## src/rtl/ps2_pkg.sv

```systemverilog
// Shared types and constants for the PS/2 keyboard receiver.
package ps2_pkg;

   typedef enum logic [1:0] {
      ST_IDLE   = 2'd0,
      ST_DATA   = 2'd1,
      ST_PARITY = 2'd2,
      ST_STOP   = 2'd3
   } ps2_state_e;

   localparam logic [7:0] PS2_PREFIX_EXT      = 8'hE0;
   localparam logic [7:0] PS2_PREFIX_BRK      = 8'hF0;
   localparam int         PS2_TIMEOUT_DEFAULT = 150000;

   // PS/2 uses odd parity: data bits plus parity bit must hold an odd number of ones.
   function automatic logic ps2_odd_parity_ok(input logic [7:0] data, input logic par);
      return ^{data, par};
   endfunction

endpackage

```

## src/rtl/ps2_sync_edge.sv

```systemverilog
// Two-flop synchronizers for the PS/2 clock and data lines plus falling-edge detect.
module ps2_sync_edge (
   input  logic clk,
   input  logic reset_n,
   input  logic ps2_clk,
   input  logic ps2_data,
   output logic data_s,
   output logic fall_pulse
);

   logic r_clk_meta;
   logic r_clk_sync;
   logic r_clk_prev;
   logic r_data_meta;
   logic r_data_sync;

   // Synchronizer chains; reset to 1 because an idle PS/2 bus floats high.
   always_ff @(posedge clk or negedge reset_n) begin
      if (!reset_n) begin
         r_clk_meta  <= 1'b1;
         r_clk_sync  <= 1'b1;
         r_clk_prev  <= 1'b1;
         r_data_meta <= 1'b1;
         r_data_sync <= 1'b1;
      end else begin
         r_clk_meta  <= ps2_clk;
         r_clk_sync  <= r_clk_meta;
         r_clk_prev  <= r_clk_sync;
         r_data_meta <= ps2_data;
         r_data_sync <= r_data_meta;
      end
   end

   assign data_s     = r_data_sync;
   assign fall_pulse = r_clk_prev & ~r_clk_sync;

endmodule

```

## src/rtl/ps2_rx_controller.sv

```systemverilog
// PS/2 keyboard frame receiver with E0/F0 prefix folding and a one-deep event holding register.
// Optional odd-parity checking is enabled by defining PS2_PARITY_CHECK_EN.
module ps2_rx_controller
   import ps2_pkg::*;
#(
   parameter int TIMEOUT_CYCLES = PS2_TIMEOUT_DEFAULT
) (
   input  logic       clk,
   input  logic       reset_n,
   input  logic       ps2_clk,
   input  logic       ps2_data,
   input  logic       code_ready,
   output logic       code_valid,
   output logic [7:0] code,
   output logic       code_ext,
   output logic       code_break,
   output logic       frame_err,
   output logic       overflow
);

   localparam int            TW      = $clog2(TIMEOUT_CYCLES + 1);
   localparam logic [TW-1:0] TO_LAST = TW'(TIMEOUT_CYCLES - 1);

   ps2_state_e    r_state;
   ps2_state_e    w_state_next;
   logic [7:0]    r_shift;
   logic [2:0]    r_bit_cnt;
   logic          r_parity;
   logic [TW-1:0] r_to_cnt;
   logic          r_ext_pend;
   logic          r_brk_pend;

   logic          r_code_valid;
   logic [7:0]    r_code;
   logic          r_code_ext;
   logic          r_code_break;
   logic          r_frame_err;
   logic          r_overflow;

   logic w_fall;
   logic w_data;
   logic w_frame_done;
   logic w_timeout;
   logic w_parity_ok;
   logic w_byte_ok;
   logic w_err;
   logic w_is_ext;
   logic w_is_brk;
   logic w_event;
   logic w_load;
   logic w_drop;

   ps2_sync_edge u_sync (
      .clk        (clk),
      .reset_n    (reset_n),
      .ps2_clk    (ps2_clk),
      .ps2_data   (ps2_data),
      .data_s     (w_data),
      .fall_pulse (w_fall)
   );

   // FSM state register.
   always_ff @(posedge clk or negedge reset_n) begin
      if (!reset_n) begin
         r_state <= ST_IDLE;
      end else begin
         r_state <= w_state_next;
      end
   end

   // Next-state logic; a timeout from any in-frame state abandons the frame.
   always_comb begin
      w_state_next = r_state;
      case (r_state)
         ST_IDLE: begin
            if (w_fall && !w_data) w_state_next = ST_DATA;
            else                   w_state_next = ST_IDLE;
         end
         ST_DATA: begin
            if (w_timeout)                         w_state_next = ST_IDLE;
            else if (w_fall && r_bit_cnt == 3'd7)  w_state_next = ST_PARITY;
            else                                   w_state_next = ST_DATA;
         end
         ST_PARITY: begin
            if (w_timeout)   w_state_next = ST_IDLE;
            else if (w_fall) w_state_next = ST_STOP;
            else             w_state_next = ST_PARITY;
         end
         ST_STOP: begin
            if (w_timeout || w_fall) w_state_next = ST_IDLE;
            else                     w_state_next = ST_STOP;
         end
         default: w_state_next = ST_IDLE;
      endcase
   end

   // Frame outcome decode: error, prefix byte, or a complete key event.
   always_comb begin
      w_frame_done = (r_state == ST_STOP) && w_fall;
      w_timeout    = (r_state != ST_IDLE) && !w_fall && (r_to_cnt == TO_LAST);
`ifdef PS2_PARITY_CHECK_EN
      w_parity_ok  = ps2_odd_parity_ok(r_shift, r_parity);
`else
      // Parity bit is captured but deliberately ignored in this build.
      w_parity_ok  = ps2_odd_parity_ok(r_shift, r_parity) | 1'b1;
`endif
      w_byte_ok    = w_frame_done && w_data && w_parity_ok;
      w_err        = w_timeout || (w_frame_done && !w_byte_ok);
      w_is_ext     = w_byte_ok && (r_shift == PS2_PREFIX_EXT);
      w_is_brk     = w_byte_ok && (r_shift == PS2_PREFIX_BRK);
      w_event      = w_byte_ok && !w_is_ext && !w_is_brk;
      w_load       = w_event && (!r_code_valid || code_ready);
      w_drop       = w_event && r_code_valid && !code_ready;
   end

   // Frame datapath: shift register, bit counter, parity capture, timeout and prefix flags.
   always_ff @(posedge clk or negedge reset_n) begin
      if (!reset_n) begin
         r_shift    <= 8'h00;
         r_bit_cnt  <= 3'd0;
         r_parity   <= 1'b0;
         r_to_cnt   <= '0;
         r_ext_pend <= 1'b0;
         r_brk_pend <= 1'b0;
      end else begin
         if (r_state == ST_IDLE || w_fall) r_to_cnt <= '0;
         else                              r_to_cnt <= r_to_cnt + 1'b1;

         if (r_state == ST_IDLE && w_fall && !w_data) begin
            r_shift   <= 8'h00;
            r_bit_cnt <= 3'd0;
         end else if (r_state == ST_DATA && w_fall) begin
            r_shift   <= {w_data, r_shift[7:1]};
            r_bit_cnt <= r_bit_cnt + 3'd1;
         end

         if (r_state == ST_PARITY && w_fall) r_parity <= w_data;

         if (w_err || w_event) begin
            r_ext_pend <= 1'b0;
            r_brk_pend <= 1'b0;
         end else begin
            if (w_is_ext) r_ext_pend <= 1'b1;
            if (w_is_brk) r_brk_pend <= 1'b1;
         end
      end
   end

   // Output holding register and status pulses.
   always_ff @(posedge clk or negedge reset_n) begin
      if (!reset_n) begin
         r_code_valid <= 1'b0;
         r_code       <= 8'h00;
         r_code_ext   <= 1'b0;
         r_code_break <= 1'b0;
         r_frame_err  <= 1'b0;
         r_overflow   <= 1'b0;
      end else begin
         r_frame_err <= w_err;
         r_overflow  <= w_drop;
         if (w_load) begin
            r_code_valid <= 1'b1;
            r_code       <= r_shift;
            r_code_ext   <= r_ext_pend;
            r_code_break <= r_brk_pend;
         end else if (code_ready) begin
            r_code_valid <= 1'b0;
         end
      end
   end

   assign code_valid = r_code_valid;
   assign code       = r_code;
   assign code_ext   = r_code_ext;
   assign code_break = r_code_break;
   assign frame_err  = r_frame_err;
   assign overflow   = r_overflow;

endmodule

```

## config.mk

```make
export PLATFORM = sky130hd
export DESIGN_NAME = ps2_rx_controller
export DESIGN_NICKNAME = d
export VERILOG_FILES = /design/src/rtl/ps2_pkg.sv /design/src/rtl/ps2_sync_edge.sv /design/src/rtl/ps2_rx_controller.sv
export SDC_FILE = /design/constraint.sdc
export NUM_CORES = 1
export LEC_CHECK = 0
export CELL_PAD_IN_SITES_DETAIL_PLACEMENT = 0
export CELL_PAD_IN_SITES_GLOBAL_PLACEMENT = 2
export CORE_ASPECT_RATIO = 0.9
export CORE_MARGIN = 5
export CORE_UTILIZATION = 35
export CTS_CLUSTER_SIZE = 30
export DETAILED_ROUTE_END_ITERATION = 12
export PLACE_DENSITY = 0.79
export SLEW_MARGIN = 20
export SYNTH_ARGS = -nofsm -noshare
export SYNTH_HDL_FRONTEND = slang
export SYNTH_SLANG_ARGS = --single-unit
```

## constraint.sdc

```tcl
create_clock -name clk -period 2.1 [get_ports clk]
set_input_delay 0.42 -clock clk [delete_from_list [all_inputs] [get_ports clk]]
set_output_delay 0.42 -clock clk [all_outputs]
set_load 0.005 [all_outputs]
```

; ---- Word-level counts from Yosys, hierarchy flattened
; Index checks and enable logic that the tools add are counted.
[op_classes]
n_lt_le_gt_ge = 0
shift = 0
n_mul = 0
reduce_logical = 35
addsub = 2
n_eq_ne = 7
n_mux = 18
bitwise_logic = 2
n_div = 0
[ops]
columns = op, n
row1 = $add A18 B1 Y18 const B, 1
row2 = $eq A18 B18 Y1 const B, 1
row3 = $mux W18, 1
row4 = $logic_and A1 B1 Y1, 17
row5 = $eq A8 B8 Y1 const B, 2
row6 = $mux W8, 2
row7 = $reduce_bool A2 Y1, 5
row8 = $mux W1, 8
row9 = $mux W2, 4
row10 = $pmux W2 S4, 1
row11 = $logic_not A1 Y1, 7
row12 = $mux W3, 2
row13 = $logic_or A1 B1 Y1, 5
row14 = $eq A2 B2 Y1 const B, 2
row15 = $add A3 B1 Y3 const B, 1
row16 = $eq A3 B3 Y1 const B, 1
row17 = $eq A2 B1 Y1 const B, 1
row18 = $logic_not A2 Y1, 1
row19 = $and A1 B1 Y1, 1
row20 = $not A1 Y1, 1
[word_totals]
mem_count = 0
ram_bits = 0
regBits = 51
out_inout_bits = 13
latchBits = 0
wordCells = 81
romBits = 0

; ---- Depth between registers and ports, before layout
[logic_depth]
depth_word = 10
mapped_depth = 5
mapped_depth_nobuf = 5

; ---- Cells and area by module
; From an unflattened synthesis, not the netlist that was laid out.
[unflattened]
cells_unflattened = 197
area_unflattened_um2 = 2212.1
[modules_own_cells]
columns = module, area_each_um2, cells_per_inst, n_inst
row1 = ps2_rx_controller, 2067.0, 191, 1
row2 = ps2_sync_edge, 145.1, 6, 1

; ---- Worst setup path before layout
; Ideal clock, no wire load.
[synth_path]
kind = flip-flop to flip-flop
startpoint = reg u_sync.r_clk_prev
endpoint = reg r_code[0] (netlist: code[0])
arrival_time_ns = 1.452
setup_slack_ns = 0.524
t_required_ns = 1.975
stages_incl_launch_ff = 6
setup_ns = 0.125
path_buffers = 1
cell_sequence = dfstp_2 nor2b_4 and3_1 buf_2 nand4_4 mux2_2
[synth_between]
elab_chain_len = 8
word_cells_on_any_way = 10
classes_between = bitwise: 1 / reduce/logical: 9
[synth_lines]
columns = element, line
row1 = from (decl), ps2_sync_edge.sv:13  ; logic r_clk_prev;
row2 = from (signal assigned), ps2_sync_edge.sv:28  ; r_clk_prev <= r_clk_sync;
row3 = $and A1 B1 Y1 (*), ps2_sync_edge.sv:35  ; assign fall_pulse = r_clk_prev & ~r_clk_sync;
row4 = $logic_and A1 B1 Y1 (*), ps2_rx_controller.sv:99  ; w_frame_done = (r_state == ST_STOP) && w_fall;
row5 = $logic_and A1 B1 Y1 (*), ps2_rx_controller.sv:107  ; w_byte_ok = w_frame_done && w_data && w_parity_ok;
row6 = $logic_and A1 B1 Y1, ps2_rx_controller.sv:109  ; w_is_ext = w_byte_ok && (r_shift == PS2_PREFIX_EXT);
row7 = $logic_not A1 Y1, ps2_rx_controller.sv:111  ; w_event = w_byte_ok && !w_is_ext && !w_is_brk;
row8 = $logic_and A1 B1 Y1, ps2_rx_controller.sv:111
row9 = $logic_and A1 B1 Y1 (*), ps2_rx_controller.sv:111
row10 = $logic_and A1 B1 Y1 (*), ps2_rx_controller.sv:112  ; w_load = w_event && (!r_code_valid || code_ready);
row11 = to (signal assigned), ps2_rx_controller.sv:163  ; r_code <= r_shift;
row12 = to (decl), ps2_rx_controller.sv:34  ; logic [7:0] r_code;
; Mark *: on every way between the ends. The rest lies on a longest branch, timed or not.
; A chain may end at the register's enable or synchronous reset.

; ---- Final worst setup path
[layout_path]
startpoint = reg r_shift[3]
endpoint = reg r_code[5] (netlist: code[5])
[layout_between]
elab_chain_len = 6
word_cells_on_any_way = 9
classes_between = eq/ne: 2 / reduce/logical: 7
[layout_lines]
columns = element, line
row1 = from (decl), ps2_rx_controller.sv:26  ; logic [7:0] r_shift;
row2 = from (signal assigned), ps2_rx_controller.sv:133  ; r_shift <= {w_data, r_shift[7:1]};
row3 = $eq A8 B8 Y1, ps2_rx_controller.sv:109
row4 = $logic_and A1 B1 Y1, ps2_rx_controller.sv:109
row5 = $logic_not A1 Y1, ps2_rx_controller.sv:111
row6 = $logic_and A1 B1 Y1, ps2_rx_controller.sv:111
row7 = $logic_and A1 B1 Y1 (*), ps2_rx_controller.sv:111
row8 = $logic_and A1 B1 Y1 (*), ps2_rx_controller.sv:112
; Marks and branches as above.

==> flow_summary.ini <==
[outcome]
status = finished, final reports clean

[cells_and_area]
fillers = 616
mostFrequentLayoutCells = dfrtp_1 (46), nand2_1 (30), nor2_1 (18), clkdlybuf4s50_1 (16), a21oi_1 (13)
design_area_um2 = 2590
drive_gt1_share_pct = 13.3
diodes = 0
final_common_cell = dfrtp_1
fin_cells = 313
nets = 233
syn_to_final_growth_pct = 16.6

[timing]
slew_violations = 0
finalCritPeriodShare_pct = 85.8
setup_viol = 0
fin_ws_ps = 298
tightestPinTransition_ps = 400
finClkSkew_ps = 10.6
max-slew-margin-rel_pct = 73.3
max_freq_mhz = 555
fin_crit_ps = 1800
rsz0062_at_grt = false
hold_viol_final = 0
tns_ps = 0

[clock_tree]
cts_setup_buffers = 0
ctsResizeCount = 0
cts_inserted_buffers = 5
clk_path_buf_depth = 2
cts.sink_count = 51
cts_hold_buf = 0
h-tree-depth = 2
clock_latency_ps = 300
clk_pin_slew_ps = 90
cts_tree = built
root_buffer = clkbuf_8

[synthesis]
synth.distinct_cells = 35
netlist_instances = 205
syn_avg_cell_area_um2 = 10.8
syn-cell-area_um2 = 2220
synth_fp_nets = 213
async_reset_ff_share_pct = 100
synth_ff_type = dfrtp_1
seq_area_frac_synth_pct = 57.7
ys.warnings.count = 0
synth_edf_count = 0
ys_ff_latch = 51

[floorplan]
rows = 27
die_x_um = 94.0
initial_core_util_pct = 36.1
die-height_um = 85.6
fp.coreArea_um2 = 6150
pin_count = 18
die_area_um2 = 8040

[worst_setup_path]
critPathMaxFanout = 10
critPathKind = flip-flop to flip-flop
critical_path_arrival_ps = 1990
ff2ff_setup_slack_ps = 300
crit_required_ps = 2280
cp-start-kind = flip-flop
worst_setup_path_end_kind = flip-flop

[global_route]
grt_max_degree = 52
grt.overflow.total = 0
grt_pass1_vias = 1467
antenna_found_initial = 0
grt_pass1_wl_um = 7400
grt.total_usage_pct = 11.5

[placement]
gp_congestion = 0.728
dp_cells = 305
placed_cell_area_um2 = 2500
port_buffers = 17
pre_cts_slack_ps = 345
dpl.hpwl_um = 2860

[detailed_routing]
vias_per_cell = 4.89
vias = 1531
remaining_drc_errors = 0
ant_nets = 0
first_pass_iters = 4
drt_iter0_markers = 109
route.detailed.wl_per_inst_um = 13.6
routed_wl_um = 4250

[power]
p_leak_nw = 1.15
power_density_nw_per_um2 = 886
p_seq_share_pct = 56.3
p_sw_w = 0.000698
p_sw_share_pct = 30.4
power.internal_w = 0.00160
peakVddDrop_mv = 0.458
power.total_w = 0.00230
combPwrFrac_pct = 18.6
clockPowerShare_pct = 25.1

[min_path]
min_path_type = input pin to async pin

[run]
drv_cap = 0
-- metrics by stage --
| step | hold WS (ps) | util [%] |
|---|---|---|
| global route | 109 | 42.1 |
| floorplan | 124 | - |
| global placement | 347 | 40.7 |
| finish | 95.3 | 42.1 |
| CTS | 103 | 42.1 |
| detailed placement | 347 | 40.7 |
-- layer usage --
| metal | GRT usage [%] | vias up | part of all wire [%] |
|---|---|---|---|
| met3 | 2.89 | 2 | 2.7 |
| li1 | - | 758 | - |
| met4 | 3.54 | 0 | 0.47 |
| met5 | 0 | - | 0 |
| met1 | 17.9 | 753 | 54 |
| met2 | 15.4 | 18 | 43 |
-- final timing paths --
path,endpoint,depth (start not counted),start
hold reg to reg,u_sync.data_s$_DFF_PN1_,0,u_sync.r_data_meta$_DFF_PN1_
max in group asynchronous,u_sync.r_data_meta$_DFF_PN1_,2,reset_n
setup reg to reg,code[5]$_DFFE_PN0P_,4,r_shift[3]$_DFFE_PN0P_
hold / removal,r_to_cnt[5]$_DFF_PN0_,2,reset_n
min in group clk,u_sync.data_s$_DFF_PN1_,0,u_sync.r_data_meta$_DFF_PN1_
setup / recovery,code[5]$_DFFE_PN0P_,4,r_shift[3]$_DFFE_PN0P_
-- worst max-delay path, stage by stage, from the launching register on --
cell	delay (ps)
dfrtp_1	420
nor4_1	370
nand4_1	280
nand4_4	270
mux2_2	360
-- Yosys cell counts (3+ instances only) --
cell type | number | area share [%]
a21oi_1 | 13 | 2.9
and2_1 | 4 | 1.1
and3_1 | 5 | 1.4
and4_1 | 3 | 1.2
clkbuf_1 | 5 | 0.84
dfrtp_1 | 46 | 52
dfstp_2 | 5 | 5.9
ha_1 | 3 | 1.7
mux2_2 | 10 | 5.1
nand2_1 | 30 | 5.1
nand3_1 | 8 | 1.8
nand4_1 | 4 | 1.1
nor2_1 | 18 | 3.0
nor3_1 | 3 | 0.68
nor4_1 | 3 | 0.84
o21ai_0 | 6 | 1.4
or3_1 | 5 | 1.4
xnor2_1 | 6 | 2.4
xor2_1 | 6 | 2.4
-- final cells by class --
type	count	area [um2]	area share, %
Sequential cell	51	1280	49.5
Tap cell	87	109	4.20
Multi-Input combinational cell	146	908	35.1
Clock inverter	1	5.00	0.193
Clock buffer	7	86.3	3.33
Timing Repair Buffer	19	193	7.44
Inverter	2	7.51	0.290
-- registers in the layout, summed over array words and instances, names as in the netlist, 2 cells and up --
signal and cells:
r_to_cnt 18, r_bit_cnt 3, r_state 2, code 8
r_shift 8
-- power groups by stage --
stage | registers [W] | clock network [W] | logic, W
floorplan | 0.00127 | 0 | 0.000306
global placement | 0.00132 | 0 | 0.000422
detailed placement | 0.00131 | 0 | 0.000428
CTS | 0.00129 | 0.000601 | 0.000432
global route | 0.00132 | 0.000641 | 0.000494
finish | 0.00129 | 0.000576 | 0.000426
-- cells by family (layout without fill, tap and decap cells) --
logic type / Yosys count / count (layout) / synth area share, %
compound gates: 24 / 24 / 5.80
mux: 12 / 12 / 5.97
flops: 51 / 51 / 57.7
xor+xnor: 12 / 12 / 4.73
simple gates: 95 / 95 / 22.7
fa+ha+maj: 3 / 3 / 1.69
buf+inv: 8 / 29 / 1.41
(Power assumes the default switching activity.)
